$ cat src/rtl/hazard_ctrl.sv
// hazard_ctrl
// Pipeline sequencer for the 16-bit core. Tracks the destination registers of
// the instructions sitting in EX/MA/WB, raises load-use stalls, selects operand
// forwarding for the instruction in ID and kills ID issue for a few cycles
// after a taken branch/jump redirect resolved in EX.
//
// Parameters
//   FLUSH_CYCLES  cycles a redirect kills ID issue (1..7)
//   LOAD_STALL    stall cycles inserted on a load-use hit (1..3)
//
// Ports
//   i_clk           system clock, rising edge
//   i_rst_n         asynchronous active-low reset
//   i_id_valid      ID holds a real instruction
//   i_id_rs/rt      source registers of the ID instruction
//   i_id_rs_used    ID instruction reads rs
//   i_id_rt_used    ID instruction reads rt
//   i_id_wr         ID instruction writes the register file
//   i_id_waddr      ID destination register (4'hF for jal)
//   i_id_is_load    ID instruction is a load
//   i_ex_redirect   instruction in EX resolved a taken branch/jump this cycle
//   o_stall         hold PC and IF/ID
//   o_bubble        load a NOP into ID/EX this cycle
//   o_fwd_a/b       operand source: 00 regfile, 01 MA, 10 WB, 11 WB bypass
//   o_flushing      redirect flush window active
//   o_stall_count   saturating count of stall cycles since reset
module hazard_ctrl #(
    parameter int FLUSH_CYCLES = 2,
    parameter int LOAD_STALL   = 1
) (
    input  logic        i_clk,
    input  logic        i_rst_n,
    input  logic        i_id_valid,
    input  logic [3:0]  i_id_rs,
    input  logic [3:0]  i_id_rt,
    input  logic        i_id_rs_used,
    input  logic        i_id_rt_used,
    input  logic        i_id_wr,
    input  logic [3:0]  i_id_waddr,
    input  logic        i_id_is_load,
    input  logic        i_ex_redirect,
    output logic        o_stall,
    output logic        o_bubble,
    output logic [1:0]  o_fwd_a,
    output logic [1:0]  o_fwd_b,
    output logic        o_flushing,
    output logic [15:0] o_stall_count
);

    localparam logic [2:0] FLUSH_LOAD = 3'(FLUSH_CYCLES);
    localparam logic [1:0] STALL_LOAD = 2'(LOAD_STALL - 1);

    typedef struct packed {
        logic       valid;
        logic [3:0] waddr;
        logic       isLoad;
    } entry_t;

    typedef enum logic {
        ST_IDLE,
        ST_STALL
    } state_t;

    entry_t      r_ex;
    entry_t      r_ma;
    entry_t      r_wb;
    state_t      r_state;
    state_t      w_nextState;
    logic [1:0]  r_stallCnt;
    logic [1:0]  w_stallCntNext;
    logic [2:0]  r_flushCnt;
    logic [2:0]  w_flushCntNext;
    logic [15:0] r_stallCount;

    logic        w_hitExA;
    logic        w_hitExB;
    logic        w_loadUse;
    logic        w_stall;
    logic        w_flushing;
    logic        w_bubble;
    logic        w_issue;

    // A source hits an entry only when it is actually read and is not r0;
    // r0 writes are architecturally discarded so they must never forward.
    function automatic logic hit(input logic used, input logic [3:0] src,
                                 input entry_t e);
        return used && (src != 4'd0) && e.valid && (e.waddr == src);
    endfunction

    // Youngest producer wins: EX, then MA, then WB.
    function automatic logic [1:0] fwdSel(input logic used, input logic [3:0] src,
                                          input entry_t ex, input entry_t ma,
                                          input entry_t wb);
        if (hit(used, src, ex))      return 2'b01;
        else if (hit(used, src, ma)) return 2'b10;
        else if (hit(used, src, wb)) return 2'b11;
        else                         return 2'b00;
    endfunction

    assign w_hitExA  = hit(i_id_rs_used, i_id_rs, r_ex);
    assign w_hitExB  = hit(i_id_rt_used, i_id_rt, r_ex);
    assign w_loadUse = r_ex.isLoad && (w_hitExA || w_hitExB);

    // Stall sequencer. The detecting cycle is itself the first stall cycle;
    // STALL then covers the remaining LOAD_STALL-1 cycles. Once the counter
    // reaches zero the FSM evaluates like IDLE so forwarding picks the load
    // up from MA/WB. A redirect always wins: the stalled instruction is on the
    // wrong path anyway, so the stall is dropped and the flush takes over.
    always_comb begin
        w_nextState    = r_state;
        w_stallCntNext = r_stallCnt;
        w_stall        = 1'b0;
        if (i_ex_redirect) begin
            w_nextState    = ST_IDLE;
            w_stallCntNext = 2'd0;
        end else if ((r_state == ST_STALL) && (r_stallCnt != 2'd0)) begin
            w_stall        = 1'b1;
            w_stallCntNext = r_stallCnt - 2'd1;
        end else if (w_loadUse) begin
            w_stall        = 1'b1;
            w_nextState    = ST_STALL;
            w_stallCntNext = STALL_LOAD;
        end else begin
            w_nextState    = ST_IDLE;
        end
    end

    // Flush window: a redirect (re)loads the counter, which then drains by one
    // per cycle. PC is not held while flushing so the target gets fetched.
    always_comb begin
        w_flushCntNext = 3'd0;
        if (i_ex_redirect) begin
            w_flushCntNext = FLUSH_LOAD;
        end else if (r_flushCnt != 3'd0) begin
            w_flushCntNext = r_flushCnt - 3'd1;
        end
    end

    assign w_flushing = (r_flushCnt != 3'd0);
    // Any cycle that inserts a NOP into ID/EX also keeps the ID instruction
    // out of the tracking pipe; r0 destinations are never tracked.
    assign w_bubble   = w_stall || w_flushing || i_ex_redirect;
    assign w_issue    = i_id_valid && i_id_wr && !w_bubble && (i_id_waddr != 4'd0);

    always_ff @(posedge i_clk or negedge i_rst_n) begin
        if (!i_rst_n) begin
            r_state    <= ST_IDLE;
            r_stallCnt <= 2'd0;
            r_flushCnt <= 3'd0;
        end else begin
            r_state    <= w_nextState;
            r_stallCnt <= w_stallCntNext;
            r_flushCnt <= w_flushCntNext;
        end
    end

    // Destination tracking pipe mirroring EX -> MA -> WB.
    always_ff @(posedge i_clk or negedge i_rst_n) begin
        if (!i_rst_n) begin
            r_ex <= '0;
            r_ma <= '0;
            r_wb <= '0;
        end else begin
            r_wb <= r_ma;
            r_ma <= r_ex;
            r_ex <= w_issue ? entry_t'{1'b1, i_id_waddr, i_id_is_load} : entry_t'('0);
        end
    end

    // Stall cycle counter, saturating rather than wrapping.
    always_ff @(posedge i_clk or negedge i_rst_n) begin
        if (!i_rst_n) begin
            r_stallCount <= 16'd0;
        end else if (w_stall && (r_stallCount != 16'hFFFF)) begin
            r_stallCount <= r_stallCount + 16'd1;
        end
    end

    assign o_stall       = w_stall;
    assign o_bubble      = w_bubble;
    assign o_fwd_a       = fwdSel(i_id_rs_used, i_id_rs, r_ex, r_ma, r_wb);
    assign o_fwd_b       = fwdSel(i_id_rt_used, i_id_rt, r_ex, r_ma, r_wb);
    assign o_flushing    = w_flushing;
    assign o_stall_count = r_stallCount;

endmodule

$ cat config.mk
export PLATFORM = sky130hd
export DESIGN_NAME = hazard_ctrl
export DESIGN_NICKNAME = d
export VERILOG_FILES = /design/src/rtl/hazard_ctrl.sv
export SDC_FILE = /design/constraint.sdc
export NUM_CORES = 1
export LEC_CHECK = 0
export CAP_MARGIN = 15
export CORE_UTILIZATION = 50
export CTS_CLUSTER_DIAMETER = 120
export CTS_CLUSTER_SIZE = 10
export DETAILED_ROUTE_END_ITERATION = 8
export PLACE_DENSITY = 0.84
export SYNTH_ARGS = -nofsm -noshare
export SYNTH_HDL_FRONTEND = slang
export SYNTH_SLANG_ARGS = --single-unit
$ cat constraint.sdc
create_clock -name i_clk -period 2.89 [get_ports i_clk]
set_clock_uncertainty 0.05 [all_clocks]
set_input_delay 0.289 -clock i_clk [delete_from_list [all_inputs] [get_ports i_clk]]
set_output_delay 0.289 -clock i_clk [all_outputs]
set_load 0.1 [all_outputs]
==> metrics.txt <==
Critical Path Start i_id_rs[1]; register bit total from synthesis 38; yosys warns 0; Crit-path slowest cell o41ai_1; Port Buf Inserts 42; remaining antenna violation count 0; Max clock buf depth 2; wire per inst 15.9 µm; antenna cells 0; max cap viols 0; gr usage total 23.9%; crit-path max FO 25; Critical R2R Launch o_stall_count[0]; crit path capture type primary output; clk_lat worst skew 0.28 ns; Clock Sinks 38; CP required 2.55 ns; post-CTS setup buffer count 0; sequential cell area fraction in the yosys report 50.2%; initial antenna violation count 0; # DRC 0; Critical Path AT 2.45 ns; Initial Utilization 54.6%; Num CTS Buffers 5; final WL 4.29 mm; most common cell in the synthesized netlist dfrtp_1; chip height 63.6 µm; most frequent cells after synthesis dfrtp_1, xor2_1, nor2_1; Max H-tree Level 2; Synth Area per Inst 10.8 µm²; overall power 1.11 mW; register area 951 µm²; Congestion Overflow GR 0; EDFF count, synth 0; Startpoint Class input pin; Core Footprint 0.00347 mm²; CTS root buffer clkbuf_8; PnR worst setup slack 0.0964 ns; setup repair after global routing missed its margin no; share of async-settable or async-resettable flops after synthesis 100%; DIE WIDTH 63.6 µm; PD cells 446 mW/mm²; syn nets 197; Post-Route Utilization 71.5%; Slew Limit Fails 0; status complete, no violations; HPWL Detailed 3.19 mm; Synth Cell Area 0.00189 mm²; I/O pin count 43; Hold Vio Cnt, Final 0; CP max stage delay 0.66 ns; CP Cell Sequence clkdlybuf4s50_1 -> o41ai_1 -> or3b_1 -> o41ai_2 -> a21oi_2 -> buf_12 -> nand2_1 -> buf_12; drt first pass iters 4; share of layout cells above drive strength 1 17.9%; cts hold-fix bufs 0; setup TNS 0 ns; Synth top area share 50.2%; Mapped Cells 175; vias 1,476; Via density 5.49; Worst-path clk slew 0.07 ns; Rel. slew slack 58.4%; crit path kind in2out; largest net degree at the start of global routing 39; hold path startpoint r_ex[5]; leading area contributor after synthesis dfrtp_1; Final nets 245; number of global-route vias before repair 1,571; fillcell total 248; CP most frequent cell buf_12; worst vdd ir 284 µV; DRT iter0 DRCs 84; CTS tree built; post_cts resized 0; pre-CTS WS 0.142 ns; Tcrit/Tclk final 96.7%; Final setup violation count 0; Period minus WS final 2.79 ns; Distinct cells, synth 33; first-pass GRT wire length 7.37 mm; fmax 0.358 GHz; GP Congestion 0.949; die area 0.00404 mm²; multi-input logic area 901 µm²; Hold Path Class reg2reg; top post-synthesis cells by area dfrtp_1, xor2_1, xnor2_1; P&R area growth vs syn 31.0%; worst slew pin tran 0.616 ns; LEAKAGE 1.14 nW; Rows 21; Top FF cell, synth dfrtp_1
## per-layer routing
metal	vias to the layer above	track usage (%)	wire length, µm
li1	707	-	-
met4	0	7.95	59
met1	715	29.7	1810
met2	47	42.0	2260
met3	7	3.62	159
met5	-	0	0
## metrics by stage
step	hold WS (ns)	cell area [µm²]	cells
detailed placement	0.330	2400	262
finish	0.356	2480	269
global placement	0.342	2400	262
floorplan	-0.0566	1900	175
global route	0.375	2480	269
CTS	0.363	2480	269
## cells by family after synthesis
group           synth area share, %
buf+inv                        2.38
simple gates                   22.9
xor+xnor                       18.0
mux                           0.594
fa+ha+maj                      1.32
compound gates                 4.62
flops                          50.2
## critical path: cells and delay by family
family          cells  cell delay (ns)
compound gates      3             0.90
buf+inv             3             0.89
simple gates        2             0.36
## power breakdown
group	leakage [nW]	internal, mW	switching [mW]
sequential	0.496	0.547	0.0194
clock	0.0383	0.166	0.167
combinational	0.608	0.0652	0.143
total	1.14	0.778	0.329
## flip-flops by register name (all words and copies together), names as in the netlist
register       flops
r_wb               5
r_flushCnt         3
r_stallCnt         2
o_stall_count     16
r_ex               6
r_ma               5
r_state            1
## final timing paths
check | to | slack, ns | cells after the start
setup / recovery | o_bubble | 0.1 | 8
hold / removal | r_ma[5] | 0.36 | 0
setup reg to reg | o_stall_count[1] | 0.41 | 7
hold reg to reg | r_ma[5] | 0.36 | 0
max in group asynchronous | r_ex[1] | 2.08 | 2
min in group asynchronous | o_stall_count[5] | 0.37 | 2
## layout by cell type (no fill, tap or decap), drive strengths merged
master	instances
clkdlybuf4s50	19
and2	1
a21oi	6
nor3	10
dfrtp	38
or3b	1
or2	2
nor3b	3
a41o	2
nor4	9
nor2	13
clkbuf	7
nand3b	1
or3	2
ha	2
or4	1
and3	7
xor2	28
o41ai	3
nand3	10
buf	27
xnor2	11
inv	4
mux2	1
nand4	3
nand2b	1
nand2	11
## layout make-up
type / count / share of cell area, %
Tap cell: 46 / 2.32
Timing Repair Buffer: 46 / 19.4
Clock buffer: 7 / 3.08
Sequential cell: 38 / 38.3
Multi-Input combinational cell: 128 / 36.3
Inverter: 4 / 0.605
Note: power is estimated with default switching activity, not from simulation.
